**config.mk**
```make
export PLATFORM = sky130hd
export DESIGN_NAME = switch_egress_arbiter
export DESIGN_NICKNAME = d
export VERILOG_FILES = /design/src/rtl/switch_egress_arbiter_pkg.sv /design/src/rtl/switch_egress_arbiter_rr_picker.sv /design/src/rtl/switch_egress_arbiter.sv
export SDC_FILE = /design/constraint.sdc
export NUM_CORES = 1
export LEC_CHECK = 0
export ABC_AREA = 1
export CORE_MARGIN = 8
export CORE_UTILIZATION = 33
export CTS_CLUSTER_DIAMETER = 50
export DETAILED_ROUTE_END_ITERATION = 16
export PLACE_DENSITY = 0.85
export SLEW_MARGIN = 20
export SYNTH_ARGS = -nofsm -noshare
export SYNTH_HDL_FRONTEND = slang
export SYNTH_SLANG_ARGS = --single-unit
```
**constraint.sdc**
```tcl
create_clock -name clk -period 1.7 [get_ports clk]
set_input_delay 0.34 -clock clk [delete_from_list [all_inputs] [get_ports clk]]
set_output_delay 0.34 -clock clk [all_outputs]
set_load 0.02 [all_outputs]
```
**src/rtl/switch_egress_arbiter_pkg.sv**
```systemverilog
// switch_egress_arbiter_pkg -- shared AXIS stream types, FSM encoding and constants (rev 1.0)
`default_nettype none

package switch_egress_arbiter_pkg;

`ifndef AXIS_DEST_WIDTH
`define AXIS_DEST_WIDTH 4
`endif

  localparam int AXIS_DEST_W = `AXIS_DEST_WIDTH;
  localparam logic [15:0] ABORT_TDATA = 16'h0000;

  typedef enum logic [1:0] {
    ST_IDLE    = 2'd0,
    ST_FORWARD = 2'd1,
    ST_ABORT   = 2'd2
  } arb_state_t;

  typedef struct packed {
    logic [15:0]            tdata;
    logic [AXIS_DEST_W-1:0] tdest;
    logic                   tlast;
    logic                   tvalid;
  } axis_d_source_t;

  typedef struct packed {
    logic tready;
  } axis_d_sink_t;

endpackage

`default_nettype wire

```
**src/rtl/switch_egress_arbiter_rr_picker.sv**
```systemverilog
// switch_rr_picker -- combinational round-robin select: first requester after last_grant, wrapping (rev 1.0)
`default_nettype none

module switch_rr_picker #(
  parameter int NUM_REQ = 4,
  parameter int IDX_W   = 2
) (
  input  logic [NUM_REQ-1:0] req,
  input  logic [IDX_W-1:0]   last_grant,
  output logic               any_req,
  output logic [IDX_W-1:0]   sel_idx
);

  int unsigned      cand;
  logic [IDX_W-1:0] cand_idx;

  // Walk offsets from farthest to nearest so the nearest requester wins.
  always_comb begin
    any_req  = |req;
    sel_idx  = '0;
    cand     = 0;
    cand_idx = '0;
    for (int k = NUM_REQ; k >= 1; k--) begin
      cand     = (int'(last_grant) + k) % NUM_REQ;
      cand_idx = IDX_W'(cand);
      if (req[cand_idx]) begin
        sel_idx = cand_idx;
      end
    end
  end

endmodule

`default_nettype wire

```
**src/rtl/switch_egress_arbiter.sv**
```systemverilog
// switch_egress_arbiter -- round-robin frame arbiter for one egress port with abandon recovery (rev 1.0)
// Optional statistics counters enabled by defining SWITCH_ARB_STATS_EN.
`default_nettype none

module switch_egress_arbiter
  import switch_egress_arbiter_pkg::*;
#(
  parameter int                     NUM_REQ         = 4,
  parameter logic [AXIS_DEST_W-1:0] PORT_ID         = '0,
  parameter int                     STALL_CTR_WIDTH = 4,
  localparam int                    IDX_W           = (NUM_REQ > 1) ? $clog2(NUM_REQ) : 1
) (
  input  logic                          clk,
  input  logic                          reset,
  input  axis_d_source_t [NUM_REQ-1:0]  ingress_source,
  output axis_d_sink_t   [NUM_REQ-1:0]  ingress_sink,
  output axis_d_source_t                egress_source,
  input  axis_d_sink_t                  egress_sink,
  output logic                          grant_active,
  output logic [IDX_W-1:0]              grant_idx,
  output logic                          frame_abort
`ifdef SWITCH_ARB_STATS_EN
  ,
  output logic [31:0]                   frame_count,
  output logic [15:0]                   abort_count
`endif
);

  arb_state_t               state;
  logic [IDX_W-1:0]         last_grant;
  logic [IDX_W-1:0]         sel_idx;
  logic [NUM_REQ-1:0]       req;
  logic                     any_req;
  logic [STALL_CTR_WIDTH:0] stall_cnt;
  logic [STALL_CTR_WIDTH:0] stall_next;
  axis_d_source_t           granted;
  logic                     egress_hs;

  always_comb begin
    req = '0;
    for (int i = 0; i < NUM_REQ; i++) begin
      req[i] = ingress_source[i].tvalid && (ingress_source[i].tdest == PORT_ID);
    end
  end

  switch_rr_picker #(
    .NUM_REQ (NUM_REQ),
    .IDX_W   (IDX_W)
  ) u_picker (
    .req        (req),
    .last_grant (last_grant),
    .any_req    (any_req),
    .sel_idx    (sel_idx)
  );

  assign granted      = ingress_source[grant_idx];
  assign stall_next   = stall_cnt + {{STALL_CTR_WIDTH{1'b0}}, 1'b1};
  assign grant_active = (state == ST_FORWARD) || (state == ST_ABORT);
  assign egress_hs    = egress_source.tvalid && egress_sink.tready;

  always_comb begin
    egress_source = '0;
    ingress_sink  = '0;
    case (state)
      ST_FORWARD: begin
        egress_source.tdata       = granted.tdata;
        egress_source.tlast       = granted.tlast;
        egress_source.tvalid      = granted.tvalid;
        egress_source.tdest       = PORT_ID;
        ingress_sink[grant_idx].tready = egress_sink.tready;
      end
      ST_ABORT: begin
        egress_source.tdata  = ABORT_TDATA;
        egress_source.tlast  = 1'b1;
        egress_source.tvalid = 1'b1;
        egress_source.tdest  = PORT_ID;
      end
      default: begin
        egress_source = '0;
      end
    endcase
  end

  // The grant is latched on entry to FORWARD, so later tdest changes cannot steal it.
  always_ff @(posedge clk) begin
    if (reset) begin
      state       <= ST_IDLE;
      last_grant  <= IDX_W'(NUM_REQ - 1);
      grant_idx   <= '0;
      stall_cnt   <= '0;
      frame_abort <= 1'b0;
    end else begin
      frame_abort <= 1'b0;
      case (state)
        ST_IDLE: begin
          stall_cnt <= '0;
          if (any_req) begin
            grant_idx <= sel_idx;
            state     <= ST_FORWARD;
          end
        end
        ST_FORWARD: begin
          if (granted.tvalid) begin
            stall_cnt <= '0;
            if (egress_sink.tready && granted.tlast) begin
              state      <= ST_IDLE;
              last_grant <= grant_idx;
            end
          end else begin
            stall_cnt <= stall_next;
            if (stall_next[STALL_CTR_WIDTH]) begin
              state <= ST_ABORT;
            end
          end
        end
        ST_ABORT: begin
          if (egress_sink.tready) begin
            state       <= ST_IDLE;
            last_grant  <= grant_idx;
            frame_abort <= 1'b1;
            stall_cnt   <= '0;
          end
        end
        default: begin
          state <= ST_IDLE;
        end
      endcase
    end
  end

`ifdef SWITCH_ARB_STATS_EN
  always_ff @(posedge clk) begin
    if (reset) begin
      frame_count <= '0;
      abort_count <= '0;
    end else begin
      if (egress_hs && egress_source.tlast && (frame_count != 32'hFFFF_FFFF)) begin
        frame_count <= frame_count + 32'd1;
      end
      if ((state == ST_ABORT) && egress_sink.tready && (abort_count != 16'hFFFF)) begin
        abort_count <= abort_count + 16'd1;
      end
    end
  end
`endif

endmodule

`default_nettype wire

```
; Yosys cells after proc, flatten, opt, wreduce, memory -nomap -nowiden
; Index checks and enable logic that the tools add are counted.
[totals]
reg_bits = 12
out_inout_bits = 30
elab_cells = 78
[op_classes]
add_sub_neg = 5
magnitude_cmp = 6
n_eq_ne = 8
n_mux = 32
n_bitwise = 2
n_reduce_logical = 20
[op_table]
columns = op, count
row1 = binary-select mux 22 bit (select 2 bit), 1
row2 = one-hot mux 22 bit (2 select lines), 1
row3 = 2-to-1 mux 2 bit, 12
row4 = 2-to-1 mux 22 bit, 1
row5 = zero test 4 bit, 4
row6 = < comparator 2 x 3 -> 1 bit (second input constant), 5
row7 = one-hot mux 5 bit (3 select lines), 1
row8 = 2-to-1 mux 5 bit, 2
row9 = binary-select mux 1 bit (select 2 bit), 4
row10 = AND reduction 4 bit, 2
row11 = logical AND 1 bit, 6
row12 = 2-to-1 mux 1 bit, 6
row13 = != test 2 bit (second input constant), 3
row14 = one-hot mux 2 bit (3 select lines), 1
row15 = adder 5 x 1 -> 5 bit (second input constant), 1
row16 = adder 2 x 1 -> 2 bit (second input constant), 2
row17 = adder 2 bit (second input constant), 2
row18 = AND 4 bit, 1
row19 = 2-to-1 mux 4 bit, 1
row20 = one-hot mux 2 bit (2 select lines), 1
row21 = AND reduction 2 bit, 2
row22 = OR reduction 4 bit, 1
row23 = != test 3 x 2 -> 1 bit (second input constant), 1
row24 = != test 3 bit (second input constant), 1
row25 = 11 further kinds, 11

; Longest topological paths before layout
[logic_depth]
depth_word = 8
ltp_mapped = 12

; Hierarchy
; Synthesis repeated with hierarchy kept, for this count alone.
[unflattened]
hier_cells = 264
area_unflattened_um2 = 1640.3
[by_module_without_submodules]
columns = mod, n_inst, cells_each, area_per_inst_um2
row1 = switch_egress_arbiter, 1, 213, 1373.8
row2 = switch_rr_picker, 1, 51, 266.5

; Worst setup path after synthesis
; Ideal clock, no wire load.
[synth_path]
kind = register -> output
from = reg state[0]
to = out egress_source[12] in the netlist's numbering
arrival_ps = 1563
t_required_ps = 1360
slack_ps = -203
path_stages_with_launch = 6
path_cell_list = dfxtp_1 inv_1 ha_1 nand2_1 clkbuf_1 a21oi_1
[synth_lines]
columns = element, line_no
row1 = "start, declared", switch_egress_arbiter.sv:29  ; arb_state_t state;
row2 = "start signal, assigned", switch_egress_arbiter.sv:87  ; state <= ST_IDLE;
row3 = "start signal, assigned", switch_egress_arbiter.sv:99  ; state <= ST_FORWARD;
row4 = "start signal, assigned", switch_egress_arbiter.sv:106  ; state <= ST_IDLE;
row5 = "end, declared", switch_egress_arbiter.sv:17  ; output axis_d_source_t egress_source,

==> flow_metrics.py <==
metrics = {
    "outcome": {
        "status": "finished with violations",
        "violations": "setup timing",
    },
    "drt": {
        "wl_per_cell_um": 23.6,
        "detail_route.vias_per_cell": 5.58,
        "route.detailed.drc": 0,
        "drtIter0Drc": 148,
        "dr.pass1.iters": 4,
        "drt_wl_total_mm": 10.0,
        "drt.antenna.violating_nets": 0,
        "num_vias": 2366,
    },
    "hold_path": {
        "hp-start": "stall_cnt[0]$_SDFFE_PP0P_",
        "whs_path_depth": 2,
        "hp-class": "reg -> reg",
        "hold-path-endpoint": "stall_cnt[0]$_SDFFE_PP0P_",
    },
    "global_route": {
        "grt_max_degree": 14,
        "grt_usage": 0.232,
        "antenna_found_initial": 0,
        "grt_first_pass_wirelength_mm": 12.0,
        "grt.overflow.total": 0,
        "grt_pass1_vias": 2324,
    },
    "pwr": {
        "power.switching_mw": 0.913,
        "clkPwrFrac": 0.141,
        "combPwrFrac": 0.692,
        "peakVddDrop_mv": 0.639,
        "total_leakage_power_nw": 1.45,
        "p_seq_frac": 0.167,
        "power.total_mw": 2.16,
        "pwr_density_cell_mw_per_mm2": 607,
        "intPower_mw": 1.24,
        "p_sw_frac": 0.423,
    },
    "layout": {
        "fin_nets": 469,
        "postLayoutCoreUtil": 0.832,
        "fin_area_mm2": 0.00355,
        "mostFrequentLayoutCells": "clkdlybuf4s50_1, buf_4, nand2_1",
        "fill_cells": 207,
        "diodes": 0,
        "drive_above_1_share": 0.427,
        "mostFrequentLayoutCell": "clkdlybuf4s50_1",
        "syn2layout_area_growth_pct": 148,
    },
    "placed_design": {
        "place_area_mm2": 0.00298,
        "io_buffers": 116,
        "pre_cts_ws_ns": -0.508,
        "dpl.hpwl_mm": 6.01,
        "gp_congestion": 0.842,
    },
    "worst_setup_path": {
        "r2r_setup_slack_ns": 0.02,
        "cp_data_arrival_time_ns": 1.58,
        "reg2regPathDepth": 12,
        "max_stage_delay_ns": 0.38,
        "cp_num_buf_inv": 4,
        "worst-path-max-fanout": 7,
        "endpoint_kind": "output port",
        "cpLargestDelayFamily": "buffers and inverters",
        "worstSetupStartpointType": "flop",
        "required_ns": 1.36,
        "critical_path_class": "reg -> out",
        "critPathSlowestCell": "dfxtp_4",
        "cp_cell_sequence": "buf_6, inv_6, nor2_8, buf_6, a22oi_1, a21oi_1, buf_4",
        "reg2reg_to": "state[1]$_SDFFE_PP0P_",
        "path_common_cell": "buf_6",
        "r2r_start": "grant_idx[1]$_SDFFE_PP0P_",
    },
    "clock_network": {
        "clkTransAtPathRegs_ns": 0.05,
        "clock_path_buffers": 2,
        "postCtsHoldBufs": 0,
        "clock_sinks": 12,
        "tritoncts": "built",
        "htree_levels": 1,
        "cts_root_buf": "clkbuf_8",
        "cts_made_buffers": 3,
        "clock_latency_ns": 0.24,
    },
    "sta": {
        "slew_viol_final": 0,
        "hold_violations": 0,
        "setup_tns_ns": -2.90,
        "layout_worst_path_cycle_share": 1.13,
        "fin_crit_ns": 1.92,
        "setup_viol": 19,
        "rsz0062_at_grt": "yes",
        "fmax_ghz": 0.520,
        "setup_ws_ns": -0.222,
        "skew_ns": 0.00272,
    },
    "yosys": {
        "netlist_area_mm2": 0.00143,
        "synth_cells": 211,
        "synth.distinct_cells": 34,
        "yosysTopAreaCell": "a22oi_1",
        "yosys-top-cells-area": "a22oi_1, dfxtp_1, nand2_1, a21oi_1, nand3_1",
        "yosysSeqAreaShare": 0.168,
        "synthDominantCellAreaShare": 0.173,
        "ys_warn_count": 0,
        "syn_avg_cell_area_um2": 6.77,
        "synth_seq_cells": 12,
    },
    "die": {
        "core_area_mm2": 0.00426,
        "dieWidth_um": 81.8,
        "die_height_um": 81.8,
        "dieArea_mm2": 0.00669,
        "rows": 24,
        "start_util": 0.335,
        "num_io_pins": 121,
    },
    "flow_run": {
        "maxCapViolCount": 0,
    },
}
logic make-up after synthesis:
kind of cell | synth area share
adders and majority gates | 0.0438
buffers and inverters | 0.116
xor gates and xnor gates | 0.0245
other | 0.00262
and+or+nand+nor | 0.348
DFF | 0.168
AOI/OAI and AO/OA | 0.297
registers in the layout, summed over array words and instances, names as in the netlist:
register	cells
stall_cnt	5
grant_idx	2
last_grant	2
state	2
frame_abort	1
cells in the mapped netlist (all sizes together):
master and number:
o211ai 2, inv 19, nand3b 1, a31oi 1, nor3 4, clkbuf 1, nand3 17, ha 5
or2 1, dfxtp 12, conb 1, nor2 23, nand2 44, a211oi 1, xor2 4, a21oi 24
o21ai 4, nand4 3, a22oi 33, buf 11
per-layer routing:
layer,share of wire,global-route usage,vias to the layer above
li1,-,-,1059
met1,0.34,0.230,1101
met2,0.52,0.470,164
met3,0.087,0.0416,42
met4,0.055,0.0684,0
met5,0,0,-
power by group through the flow:
| stage | clock network [mW] | registers, mW | logic [mW] |
|---|---|---|---|
| finish | 0.305 | 0.360 | 1.49 |
| global route | 0.318 | 0.364 | 1.57 |
| CTS | 0.306 | 0.358 | 1.34 |
| detailed placement | 0 | 0.364 | 1.16 |
| global placement | 0 | 0.362 | 1.12 |
| floorplan | 0 | 0.353 | 0.659 |
per-stage QoR:
stage / instances / hold WS (ns)
3_3_place_gp: 402 / 0.483
3_5_place_dp: 402 / 0.504
6_report: 424 / 0.502
5_1_grt: 424 / 0.550
2_1_floorplan: 214 / 0.402
4_1_cts: 417 / 0.508
worst min-delay path, stage by stage (launching register included):
cell and delay (ns):
dfxtp_1 0.33, nand2_1 0.07, a21oi_1 0.05
worst max path at each step:
stage	endpoint	slack, ns	from	depth (start not counted)
after floorplan	egress_source[12]	-0.01	state[0]$_SDFFE_PP0P_	5
after global placement	egress_source[1]	-0.50	ingress_source[1]	6
after detailed placement	ingress_sink[0]	-0.51	egress_sink	4
after CTS	egress_source[1]	-0.11	grant_idx[1]$_SDFFE_PP0P_	8
after global routing	egress_source[1]	-0.27	grant_idx[1]$_SDFFE_PP0P_	8
final	egress_source[16]	-0.22	grant_idx[1]$_SDFFE_PP0P_	7
layout make-up:
| type | instances | area [um2] | share of cell area |
|---|---|---|---|
| Clock buffer | 4 | 55.1 | 0.0155 |
| Inverter | 19 | 83.8 | 0.0236 |
| Multi-Input combinational cell | 171 | 1430 | 0.401 |
| Sequential cell | 12 | 248 | 0.0698 |
| Tap cell | 52 | 65.1 | 0.0183 |
| Timing Repair Buffer | 166 | 1670 | 0.471 |
repair_timing:
action,CTS,global route
gates cloned,2,1
gates resized for setup,167,41
pin swaps,12,22
setup endpoints to repair,30,28
buffers inserted,9,7
No activity file was read; power rests on OpenSTA's default activity.
